## src/rtl/uart_pkg.sv

```systemverilog
// Shared types and constants for the UART baud-strobe generator.
package uart_pkg;

    typedef enum logic [1:0] {
        IDLE = 2'd0,
        HALF = 2'd1,
        RUN  = 2'd2
    } strb_chan_state_t;

    typedef enum logic {
        CFG_IDLE    = 1'b0,
        CFG_PENDING = 1'b1
    } cfg_state_t;

    localparam int UART_MIN_DIVISOR = 2;

endpackage

```

## src/rtl/uart_strb_chan.sv

```systemverilog
// One strobe channel: down-counter, optional fractional accumulator (UART_BAUD_FRAC_EN).
// Latency: first strobe D (or max(1,D>>1) with HALF_FIRST) cycles after enable; strobe registered.
// Backpressure: none; dropping enable aborts the frame and suppresses a same-cycle strobe.
module uart_strb_chan
    import uart_pkg::*;
#(
    parameter int DIV_WIDTH  = 16,
    parameter int FRAC_BITS  = 4,
    parameter bit HALF_FIRST = 1'b0
) (
    input  logic                 clk,
    input  logic                 rst,
    input  logic                 en,
    input  logic [DIV_WIDTH-1:0] div,
    input  logic [FRAC_BITS-1:0] frac,
    output logic                 strb,
    output logic                 idle
);

    // One spare bit so D + carry never wraps at the maximum divisor.
    localparam int CW = DIV_WIDTH + 1;

    strb_chan_state_t state_q, state_d;
    logic [CW-1:0]    cnt_q, cnt_d;
    logic [CW-1:0]    full_period, plain_period, half_period;
    logic             strb_d;
    logic             expire;

    assign expire       = (cnt_q == CW'(1));
    assign plain_period = {1'b0, div};
    assign half_period  = ((div >> 1) == '0) ? CW'(1) : CW'(div >> 1);

`ifdef UART_BAUD_FRAC_EN
    logic [FRAC_BITS-1:0] acc_q, acc_d, acc_sum;
    logic                 carry;

    assign {carry, acc_sum} = {1'b0, acc_q} + {1'b0, frac};
    assign full_period      = plain_period + CW'(carry);

    always_comb begin
        acc_d = acc_q;
        if (!en || state_q == IDLE) begin
            acc_d = '0;
        end else if (state_q == RUN && expire) begin
            acc_d = acc_sum;
        end
    end

    always_ff @(posedge clk) begin
        if (rst) begin
            acc_q <= '0;
        end else begin
            acc_q <= acc_d;
        end
    end
`else
    logic unused_frac;
    assign unused_frac = ^frac;
    assign full_period = plain_period;
`endif

    always_ff @(posedge clk) begin
        if (rst) begin
            state_q <= IDLE;
            cnt_q   <= '0;
            strb    <= 1'b0;
        end else begin
            state_q <= state_d;
            cnt_q   <= cnt_d;
            strb    <= strb_d;
        end
    end

    always_comb begin
        state_d = state_q;
        if (!en) begin
            state_d = IDLE;
        end else begin
            case (state_q)
                IDLE:    state_d = HALF_FIRST ? HALF : RUN;
                HALF:    if (expire) state_d = RUN;
                default: state_d = state_q;
            endcase
        end
    end

    always_comb begin
        cnt_d  = cnt_q;
        strb_d = 1'b0;
        if (!en) begin
            cnt_d = '0;
        end else if (state_q == IDLE) begin
            cnt_d = HALF_FIRST ? half_period : plain_period;
        end else if (expire) begin
            strb_d = 1'b1;
            // The half-period leg hands over a plain D; the fraction only accrues in RUN.
            cnt_d  = (state_q == RUN) ? full_period : plain_period;
        end else begin
            cnt_d = cnt_q - CW'(1);
        end
    end

    assign idle = (state_q == IDLE);

endmodule

```

## src/rtl/uart_baud_ctrl.sv

```systemverilog
// Baud divisor owner and TX/RX strobe generator; fractional divisor under UART_BAUD_FRAC_EN.
// Latency: idle-time divisor load effective next cycle; strobes one cycle wide, registered.
// Backpressure: loads arriving mid-frame wait (o_cfg_busy) until both channels are idle.
module uart_baud_ctrl
    import uart_pkg::*;
#(
    parameter int DIV_WIDTH     = 16,
    parameter int FRAC_BITS     = 4,
    parameter int RESET_DIVISOR = 868
) (
    input  logic                 clk,
    input  logic                 rst,
    input  logic [DIV_WIDTH-1:0] i_divisor,
    input  logic [FRAC_BITS-1:0] i_divisor_frac,
    input  logic                 i_cfg_load,
    output logic                 o_cfg_busy,
    output logic                 o_cfg_error,
    input  logic                 i_tx_strb_en,
    output logic                 o_tx_strb,
    input  logic                 i_rx_strb_en,
    output logic                 o_rx_strb
);

    cfg_state_t           cfg_q, cfg_d;
    logic [DIV_WIDTH-1:0] div_q, pend_div_q;
    logic [FRAC_BITS-1:0] frac_q;
    logic                 cfg_error_q;
    logic                 tx_idle, rx_idle;
    logic                 load_ok, load_bad, chans_quiet, apply;

    assign load_ok     = i_cfg_load && (i_divisor >= DIV_WIDTH'(UART_MIN_DIVISOR));
    assign load_bad    = i_cfg_load && !load_ok;
    assign chans_quiet = tx_idle && rx_idle && !i_tx_strb_en && !i_rx_strb_en;
    // A fresh valid load takes priority over the stored one (last wins).
    assign apply       = chans_quiet && (load_ok || cfg_q == CFG_PENDING);

    always_ff @(posedge clk) begin
        if (rst) begin
            cfg_q <= CFG_IDLE;
        end else begin
            cfg_q <= cfg_d;
        end
    end

    always_comb begin
        cfg_d = cfg_q;
        if (apply) begin
            cfg_d = CFG_IDLE;
        end else if (load_ok) begin
            cfg_d = CFG_PENDING;
        end
    end

    always_comb begin
        o_cfg_busy = (cfg_q == CFG_PENDING);
    end

    assign o_cfg_error = cfg_error_q;

    always_ff @(posedge clk) begin
        if (rst) begin
            div_q       <= DIV_WIDTH'(RESET_DIVISOR);
            pend_div_q  <= '0;
            cfg_error_q <= 1'b0;
        end else begin
            if (load_bad) begin
                cfg_error_q <= 1'b1;
            end else if (load_ok) begin
                cfg_error_q <= 1'b0;
            end
            if (load_ok) begin
                pend_div_q <= i_divisor;
            end
            if (apply) begin
                div_q <= load_ok ? i_divisor : pend_div_q;
            end
        end
    end

`ifdef UART_BAUD_FRAC_EN
    logic [FRAC_BITS-1:0] pend_frac_q;

    always_ff @(posedge clk) begin
        if (rst) begin
            frac_q      <= '0;
            pend_frac_q <= '0;
        end else begin
            if (load_ok) begin
                pend_frac_q <= i_divisor_frac;
            end
            if (apply) begin
                frac_q <= load_ok ? i_divisor_frac : pend_frac_q;
            end
        end
    end
`else
    logic unused_frac;
    assign unused_frac = ^i_divisor_frac;
    assign frac_q      = '0;
`endif

    uart_strb_chan #(
        .DIV_WIDTH  (DIV_WIDTH),
        .FRAC_BITS  (FRAC_BITS),
        .HALF_FIRST (1'b0)
    ) u_tx_chan (
        .clk  (clk),
        .rst  (rst),
        .en   (i_tx_strb_en),
        .div  (div_q),
        .frac (frac_q),
        .strb (o_tx_strb),
        .idle (tx_idle)
    );

    uart_strb_chan #(
        .DIV_WIDTH  (DIV_WIDTH),
        .FRAC_BITS  (FRAC_BITS),
        .HALF_FIRST (1'b1)
    ) u_rx_chan (
        .clk  (clk),
        .rst  (rst),
        .en   (i_rx_strb_en),
        .div  (div_q),
        .frac (frac_q),
        .strb (o_rx_strb),
        .idle (rx_idle)
    );

endmodule

```

## config.mk

```make
export PLATFORM = sky130hd
export DESIGN_NAME = uart_baud_ctrl
export DESIGN_NICKNAME = d
export VERILOG_FILES = /design/src/rtl/uart_pkg.sv /design/src/rtl/uart_strb_chan.sv /design/src/rtl/uart_baud_ctrl.sv
export SDC_FILE = /design/constraint.sdc
export NUM_CORES = 1
export LEC_CHECK = 0
export ABC_AREA = 1
export BUFFER_PORTS_ARGS = -buffer_cell sky130_fd_sc_hd__buf_4
export CORE_MARGIN = 2
export CORE_UTILIZATION = 60
export DETAILED_ROUTE_END_ITERATION = 6
export PLACE_DENSITY = 0.79
export SLEW_MARGIN = 25
export SYNTH_ARGS = -nofsm -noshare
export SYNTH_HDL_FRONTEND = slang
export SYNTH_SLANG_ARGS = --single-unit
```

## constraint.sdc

```tcl
create_clock -name clk -period 2 [get_ports clk]
set_clock_uncertainty 0.05 [all_clocks]
set_input_delay 0.2 -clock clk [delete_from_list [all_inputs] [get_ports clk]]
set_output_delay 0.2 -clock clk [all_outputs]
set_load 0.01 [all_outputs]
```

Word-level counts from Yosys, hierarchy flattened
Cells that the tools add are included.
- add/subtract/negate cells: 2
- $lt $le $gt $ge: 1
- equality and inequality tests: 6
- multiplexer cells: 14
- bitwise operators: 2
- reductions and logical operators: 24
- operators by type and width (kind ; number):
    two-way mux 16 bit ; 3
    equality test 17 x 1 -> 1 bit (second input constant) ; 2
    two-way mux 17 bit ; 2
    subtractor 17 x 1 -> 17 bit (second input constant) ; 2
    >= comparator 16 x 2 -> 1 bit (second input constant) ; 1
    logical NOT 16 bit ; 1
    two-way mux 15 bit ; 1
    one-hot mux 2 bit (2 select lines) ; 2
    logical AND 1 bit ; 6
    nonzero test 2 bit ; 3
    OR reduction 2 bit ; 3
    OR reduction 3 bit ; 2
    equality test 2 x 1 -> 1 bit (second input constant) ; 2
    logical NOT 2 bit ; 2
    two-way mux 1 bit ; 4
    two-way mux 2 bit ; 2
    != test 2 x 1 -> 1 bit (second input constant) ; 2
    AND reduction 2 bit ; 2
    OR reduction 4 bit ; 1
    logical NOT 1 bit ; 3
    NOT 1 bit ; 2
    logical OR 1 bit ; 1
- register bits: 74
- input bits: 25
- output and inout port bits: 4

Longest topological paths before layout
Gate-level depths: netlist of the first run.
- depth after elaboration: 6
- mapped depth: 12
- depth with buffers taken out: 11

Modules after synthesis
From an unflattened synthesis of the first run, not the netlist that was laid out.
- cell total of the unflattened synthesis: 632
- area, all modules: 4239.1 um^2
- by module, submodules not included (module ; instances ; cells an instance ; area each (um^2)):
    uart_strb_chan (u_rx_chan) ; 1 ; 226 ; 1496.4
    uart_baud_ctrl ; 1 ; 205 ; 1426.4
    uart_strb_chan (u_tx_chan) ; 1 ; 201 ; 1316.3

Worst setup path before layout of the first run
Ideal clock, no wire load.
- path kind: register to register
- from: reg u_rx_chan.cnt_q[1]
- to: reg u_rx_chan.cnt_q[5]
- library setup time: 0.109 ns
- arrival time: 1.354 ns
- data required time: 1.841 ns
- path slack: 0.487 ns
- cell stages (with the launch flop): 13
- period minus slack after synthesis: 1.513 ns
- cells stage by stage: dfxtp_1 -> inv_1 -> ha_1 -> inv_1 -> nor2_1 -> nand3_2 -> nor2_4 -> nand2_4 -> buf_6 -> nand2_1 -> nand3_1 -> nand2_1 -> inv_1
- word-level cells in the longest chain between the ends: 3
- elaborated cells on any way between the ends: 4
- classes of those cells: add/sub (1); eq/ne (1); mux (2)
- RTL lines (element ; line ; source):
    start: declaration ; uart_strb_chan.sv:24 ; logic [CW-1:0] cnt_q, cnt_d;
    start signal: assignment ; uart_strb_chan.sv:69 ; cnt_q <= cnt_d;
    subtractor 17 x 1 -> 17 bit or equality test 17 x 1 -> 1 bit (tied branches) ; uart_strb_chan.sv:99, uart_strb_chan.sv:29 ;
    two-way mux 17 bit (*) ; uart_strb_chan.sv:94 ; end else if (expire) begin
    two-way mux 17 bit (*) ; uart_strb_chan.sv:92 ; end else if (state_q == IDLE) begin
Mark *: on every way between the ends. The rest lies on a longest branch, timed or not.
A chain may end at the register's enable or synchronous reset.

Worst setup path in the final report of the first run
- from: reg u_rx_chan.cnt_q[1]
- to: reg u_rx_chan.cnt_q[4]
The elaborated chain is that of the path after synthesis.

==> flow_metrics.py, run 1 <==
metrics = {
    "status": {
        "status": "finished, final reports clean",
    },
    "sta": {
        "tightest_slew_ns": 0.433,
        "period_minus_slack_ns": 1.75,
        "rsz0062_at_grt": "false",
        "slew_viol_final": 0,
        "finalHoldViolCount": 0,
        "setup_viol": 0,
        "maxSlewHeadroom": 0.709,
        "timing.final.crit_share": 0.875,
        "fin_tns_setup_ns": 0,
        "layout_setup_ws_ns": 0.250,
        "timing.fmax_mhz": 572,
    },
    "final_layout": {
        "layout_commonest_cell": "nand2_1",
        "nets": 630,
        "drive_above_1_share": 0.152,
        "antennaDiodeCount": 0,
        "final_util": 0.691,
        "num-fill-cells": 546,
        "final_cell_mix": "145 x nand2_1, 90 x nor2_1, 73 x dfxtp_1",
        "area_growth_pct": 11.2,
    },
    "global_route": {
        "grt_start_max_net_pins": 20,
        "grt_pass1_wl_um": 15300,
        "globalRouteTotalUtil": 0.263,
        "antenna_found_initial": 0,
        "grt_remaining_overflow": 0,
        "grt_pass1_vias": 3466,
    },
    "route": {
        "drt-pass1-iter-count": 5,
        "vias": 3621,
        "wirelength_um": 8990,
        "viasPerCell": 5.30,
        "ant_nets": 0,
        "drc": 0,
        "drt-initial-drc-count": 275,
        "wire_per_inst_um": 13.2,
    },
    "logic_synthesis": {
        "ys_types": 35,
        "synth_edf_count": 0,
        "synthArstFlopShare": 0,
        "synth_flop_cell": "dfxtp_1",
        "ys_seq_area_frac": 0.370,
        "yosysWarnings": 0,
        "ys_ff_latch": 73,
        "syn_inst": 575,
        "avgSynthCellArea_um2": 6.86,
        "syn_area_mm2": 0.00395,
        "syn_nets": 604,
    },
    "die": {
        "io_pins": 29,
        "start_util": 0.621,
        "die_w_um": 85.1,
        "num_rows": 29,
        "die-area_mm2": 0.00724,
        "core_mm2": 0.00635,
        "die_h_um": 85.1,
    },
    "min_path": {
        "min_path_cells": 3,
        "min_path_type": "input port to flop",
        "holdPathEnd": "pend_div_q[9]$_SDFF_PP0_",
        "hp-start": "i_divisor[9]",
    },
    "power": {
        "p_leak_nw": 2.08,
        "power.density_mw_per_mm2": 815,
        "ir_drop_mv": 0.518,
        "power.total_mw": 3.58,
    },
    "critical_path": {
        "r2r_start": "u_rx_chan.cnt_q[1]$_SDFF_PP0_",
        "r2r_end": "u_rx_chan.cnt_q[4]$_SDFF_PP0_",
        "cp-start-kind": "flop",
        "worstSetupEndpointType": "flop",
        "worstSetupPathType": "flop to flop",
        "crit_path_max_fanout": 16,
        "cp.required_ns": 2.20,
        "r2r_slack_ns": 0.25,
        "reg2regPathDepth": 11,
        "cp.arrival_ns": 1.95,
    },
    "clock_network": {
        "cts_buffer_depth": 2,
        "path_clk_slew_ns": 0.09,
        "cts_tree": "done",
        "post_cts_buffers": 0,
        "cts_hold_buf": 0,
        "clock_latency_ns": 0.35,
        "cts-resized-gates": 0,
        "clockRootBuffer": "clkbuf_8",
        "cts_sinks": 73,
        "cts_made_buffers": 9,
        "cts_max_level": 3,
    },
    "placed_design": {
        "place.gp.congestion": 0.879,
        "port_buffers": 24,
        "dpl.hpwl_um": 6780,
        "dp_slack_ns": 0.289,
    },
    "flow_run": {
        "drv_cap": 0,
    },
}
## critical path, stage by stage (launching register included)
cell and delay (ns):
dfxtp_1 0.32, inv_1 0.09, ha_1 0.17, inv_1 0.06, nor2_1 0.14, nand3_2 0.10
nor2_4 0.20, nand2_4 0.19, a21oi_1 0.16, o21ai_1 0.07, nand2_1 0.06, inv_1 0.04
## through the flow
stage	hold slack (ns)	std cells	cell area [um2]
after floorplan	0.315	575	3950
after global placement	0.406	667	4160
after detailed placement	0.414	667	4160
after CTS	0.0872	683	4390
after global routing	0.106	683	4390
final	0.0924	683	4390
## synthesized netlist by cell type (2+ instances only)
library cell,count,area [um2]
nand3b_1,12,90.1
xor2_1,10,87.6
xnor2_1,7,61.3
buf_4,2,15.0
nand3_2,5,50.1
inv_1,65,244
clkbuf_1,5,18.8
nand2_2,3,18.8
nand3_1,33,165
nor2_2,15,93.8
buf_2,3,15.0
buf_6,5,56.3
nor2_1,90,338
ha_1,4,50.1
nor2_4,8,90.1
a21oi_1,31,155
nand2_4,3,33.8
o21ai_1,14,70.1
inv_2,4,15.0
nand4_1,6,37.5
dfxtp_1,73,1460
nand2_1,145,544
o21ai_0,19,95.1
o211ai_2,2,25.0
## cell families after synthesis
logic type | count (synthesis) | synth area share
simple gates | 326 | 0.388
buf+inv | 85 | 0.0932
flops | 73 | 0.370
compound gates | 70 | 0.0980
xor+xnor | 17 | 0.0377
fa+ha+maj | 4 | 0.0127
## per-layer routing
metal,wire (um),vias up,track usage
li1,-,1863,-
met1,3870,1635,0.324
met2,4560,108,0.462
met3,409,15,0.0360
met4,146,0,0.104
met5,0,-,0
## sequential cells by signal (all words and copies together) (netlist names)
name and flops:
pend_div_q 16, o_cfg_error 1, o_cfg_busy 1, u_tx_chan.cnt_q 17, div_q 16, u_rx_chan.cnt_q 17
u_tx_chan.strb 1, u_rx_chan.strb 1, u_rx_chan.state_q 2, u_tx_chan.state_q 1
## cell type report
class / count / area, um2 / share of cell area
clock buffer: 9 / 124 / 0.0282
clock inverter: 7 / 101 / 0.0231
inverter: 70 / 263 / 0.0599
multi-input combinational: 417 / 2120 / 0.482
sequential: 73 / 1460 / 0.333
tap: 77 / 96.3 / 0.0220
timing repair buffer: 30 / 225 / 0.0513
## how the worst max path moves through the flow
stage                                             start                       endpoint  slack [ns]
after global routing      u_rx_chan.cnt_q[1]$_SDFF_PP0_  u_rx_chan.cnt_q[8]$_SDFF_PP0_        0.09
after floorplan           u_rx_chan.cnt_q[1]$_SDFF_PP0_  u_rx_chan.cnt_q[5]$_SDFF_PP0_        0.49
after global placement    u_rx_chan.cnt_q[1]$_SDFF_PP0_  u_rx_chan.cnt_q[4]$_SDFF_PP0_        0.31
final                     u_rx_chan.cnt_q[1]$_SDFF_PP0_  u_rx_chan.cnt_q[4]$_SDFF_PP0_        0.25
after CTS                 u_rx_chan.cnt_q[1]$_SDFF_PP0_  u_rx_chan.cnt_q[4]$_SDFF_PP0_        0.28
after detailed placement  u_rx_chan.cnt_q[1]$_SDFF_PP0_  u_rx_chan.cnt_q[4]$_SDFF_PP0_        0.29
## power breakdown
group	leakage, nW	switching, mW	internal (mW)
Sequential	0.599	0.0629	1.53
Clock	0.107	0.605	0.716
Combinational	1.38	0.419	0.245
Total	2.08	1.09	2.49
(Power assumes the default switching activity.)
==> run 2: changes to the inputs <==
--- a/config.mk
+++ b/config.mk
@@ -5,10 +5,10 @@
 export SDC_FILE = /design/constraint.sdc
 export NUM_CORES = 1
 export LEC_CHECK = 0
-export ABC_AREA = 1
+export ABC_AREA = 0
 export BUFFER_PORTS_ARGS = -buffer_cell sky130_fd_sc_hd__buf_4
 export CORE_MARGIN = 2
-export CORE_UTILIZATION = 60
+export CORE_UTILIZATION = 59
 export DETAILED_ROUTE_END_ITERATION = 6
 export PLACE_DENSITY = 0.79
 export SLEW_MARGIN = 25
==> run 2 against run 1 <==
  * Core utilization grew 3.9 points
  * Non-clock buffer count grew 29
  * Routed wire length shrank 2.5%
  * Clock power grew 16%
  * Final cell count shrank 18%
  * Worst hold slack lost 0.036 ns
  * Count of clock-buffer cells in the layout grew 1
==> flow_metrics.py, run 2 <==
metrics = {
    "status": {
        "status": "finished, final reports clean",
    },
    "logic_synthesis": {
        "syn_inst": 436,
        "ys_types": 45,
        "synth_flop_cell": "dfxtp_1",
        "synth.top_cells.by_area": "dfxtp_1 41%, nand2_1 6.7%, o21ai_0 5.8%",
        "yosysWarnings": 0,
        "synth_edf_count": 0,
        "syn_nets": 465,
        "synthArstFlopShare": 0,
        "syn_area_mm2": 0.00360,
        "ys_seq_area_frac": 0.406,
        "synth_area_leader_cell": "dfxtp_1",
        "synth_most_common_cell": "dfxtp_1",
        "ys_ff_latch": 73,
        "avgSynthCellArea_um2": 8.25,
        "synth_top_area_share": 0.406,
        "synthTopCellsByCount": "73 x dfxtp_1, 64 x nand2_1, 43 x nor2_1",
    },
    "sta": {
        "timing.final.crit_share": 0.957,
        "tightest_slew_ns": 0.949,
        "layout_setup_ws_ns": 0.0869,
        "timing.fmax_mhz": 523,
        "period_minus_slack_ns": 1.91,
        "setup_viol": 0,
        "finalHoldViolCount": 0,
        "fin_hold_ws_ns": 0.0561,
        "fin_tns_setup_ns": 0,
        "slew_viol_final": 0,
        "maxSlewHeadroom": 0.365,
    },
    "clock_network": {
        "path_clk_slew_ns": 0.08,
        "clockRootBuffer": "clkbuf_8",
        "cts_sinks": 73,
        "cts_max_level": 3,
        "cts_made_buffers": 9,
        "cts_hold_buf": 0,
        "cts_buffer_depth": 2,
        "cts_tree": "done",
        "clock_latency_ns": 0.35,
    },
    "critical_path": {
        "cp.required_ns": 2.22,
        "cp-start-kind": "flop",
        "crit_path_max_fanout": 22,
        "cp.arrival_ns": 2.13,
        "worstSetupPathType": "flop to flop",
        "worstSetupEndpointType": "flop",
    },
    "die": {
        "core_mm2": 0.00592,
        "io_pins": 29,
        "num_rows": 28,
        "start_util": 0.608,
        "die_h_um": 82.1,
        "die-area_mm2": 0.00674,
        "die_w_um": 82.1,
    },
    "route": {
        "wire_per_inst_um": 15.7,
        "drt-initial-drc-count": 251,
        "drc": 0,
        "viasPerCell": 5.87,
        "wirelength_um": 8770,
        "ant_nets": 0,
        "drt-pass1-iter-count": 5,
        "vias": 3276,
    },
    "placed_design": {
        "place.gp.congestion": 0.908,
        "dp_slack_ns": -0.131,
        "placed_area_mm2": 0.00402,
        "port_buffers": 24,
        "dpl.hpwl_um": 5890,
        "place_inst": 543,
    },
    "power": {
        "power.density_mw_per_mm2": 883,
        "p_leak_nw": 1.66,
        "power.total_mw": 3.81,
        "ir_drop_mv": 0.575,
    },
    "final_layout": {
        "finalInstanceArea_mm2": 0.00432,
        "layout_commonest_cell": "dfxtp_1",
        "final_cells": 558,
        "antennaDiodeCount": 0,
        "final_cell_mix": "73 x dfxtp_1, 64 x nand2_1, 57 x buf_4",
        "nets": 508,
        "final_util": 0.730,
        "final-seq-area_mm2": 0.00146,
        "multiInputGateArea_mm2": 0.00196,
        "largestRegisters": "u_rx_chan.cnt_q (17), u_tx_chan.cnt_q (17)",
        "area_growth_pct": 20.0,
        "num-fill-cells": 418,
        "drive_above_1_share": 0.201,
    },
    "global_route": {
        "grt_remaining_overflow": 0,
        "antenna_found_initial": 0,
        "globalRouteTotalUtil": 0.286,
        "grt_pass1_wl_um": 14500,
        "grt_pass1_vias": 3122,
        "grt_start_max_net_pins": 42,
    },
    "flow_run": {
        "drv_cap": 0,
    },
    "min_path": {
        "min_path_type": "input port to flop",
    },
}
## run 2: cells by family after synthesis
kind of cell / count (synthesis) / share of synthesized area
and+or+nand+nor: 183 / 0.249
AOI/OAI and AO/OA: 107 / 0.210
DFF: 73 / 0.406
buffers and inverters: 45 / 0.0626
xor gates and xnor gates: 24 / 0.0584
adders and majority gates: 4 / 0.0139
## run 2: worst paths after layout
path / endpoint / cells past startpoint / slack (ns) / start
max: u_tx_chan.cnt_q[12]$_SDFF_PP0_ / 5 / 0.09 / u_tx_chan.cnt_q[7]$_SDFF_PP0_
min: pend_div_q[10]$_SDFF_PP0_ / 3 / 0.06 / i_divisor[10]
max reg2reg: u_tx_chan.cnt_q[12]$_SDFF_PP0_ / 5 / 0.09 / u_tx_chan.cnt_q[7]$_SDFF_PP0_
min reg2reg: pend_div_q[11]$_SDFF_PP0_ / 2 / 0.40 / pend_div_q[11]$_SDFF_PP0_
## run 2: timing repair
item / in CTS / in global routing
setup buffers: 0 / 0
setup endpoints to repair: 0 / 30
resized for setup: 0 / 7
## run 2: layout make-up
class                   instances  area share
multi-input cells             318       0.455
flip-flops and latches         73       0.338
repair buffers                 59       0.108
clock buffers                  10      0.0319
clock inverters                 5      0.0295
well taps                      75      0.0217
inverters                      18      0.0156
## run 2: critical path, cell delays in order, from the launching register on
cell	delay, ns
dfxtp_1	0.34
or4_1	0.62
nor2_1	0.22
a31oi_2	0.14
buf_4	0.23
a211oi_1	0.23
## run 2: metal layers
layer / vias up / track usage / routed length [um] / share of wire
li1: 1635 / - / - / -
met1: 1503 / 0.367 / 3830 / 0.44
met2: 115 / 0.461 / 4230 / 0.48
met3: 23 / 0.0620 / 464 / 0.053
met4: 0 / 0.132 / 248 / 0.028
met5: - / 0 / 0 / 0
## run 2: report_power, final
group | internal (mW) | switching (mW) | total [mW]
Combinational | 0.309 | 0.351 | 0.660
Sequential | 1.53 | 0.0889 | 1.62
Clock | 0.982 | 0.552 | 1.53
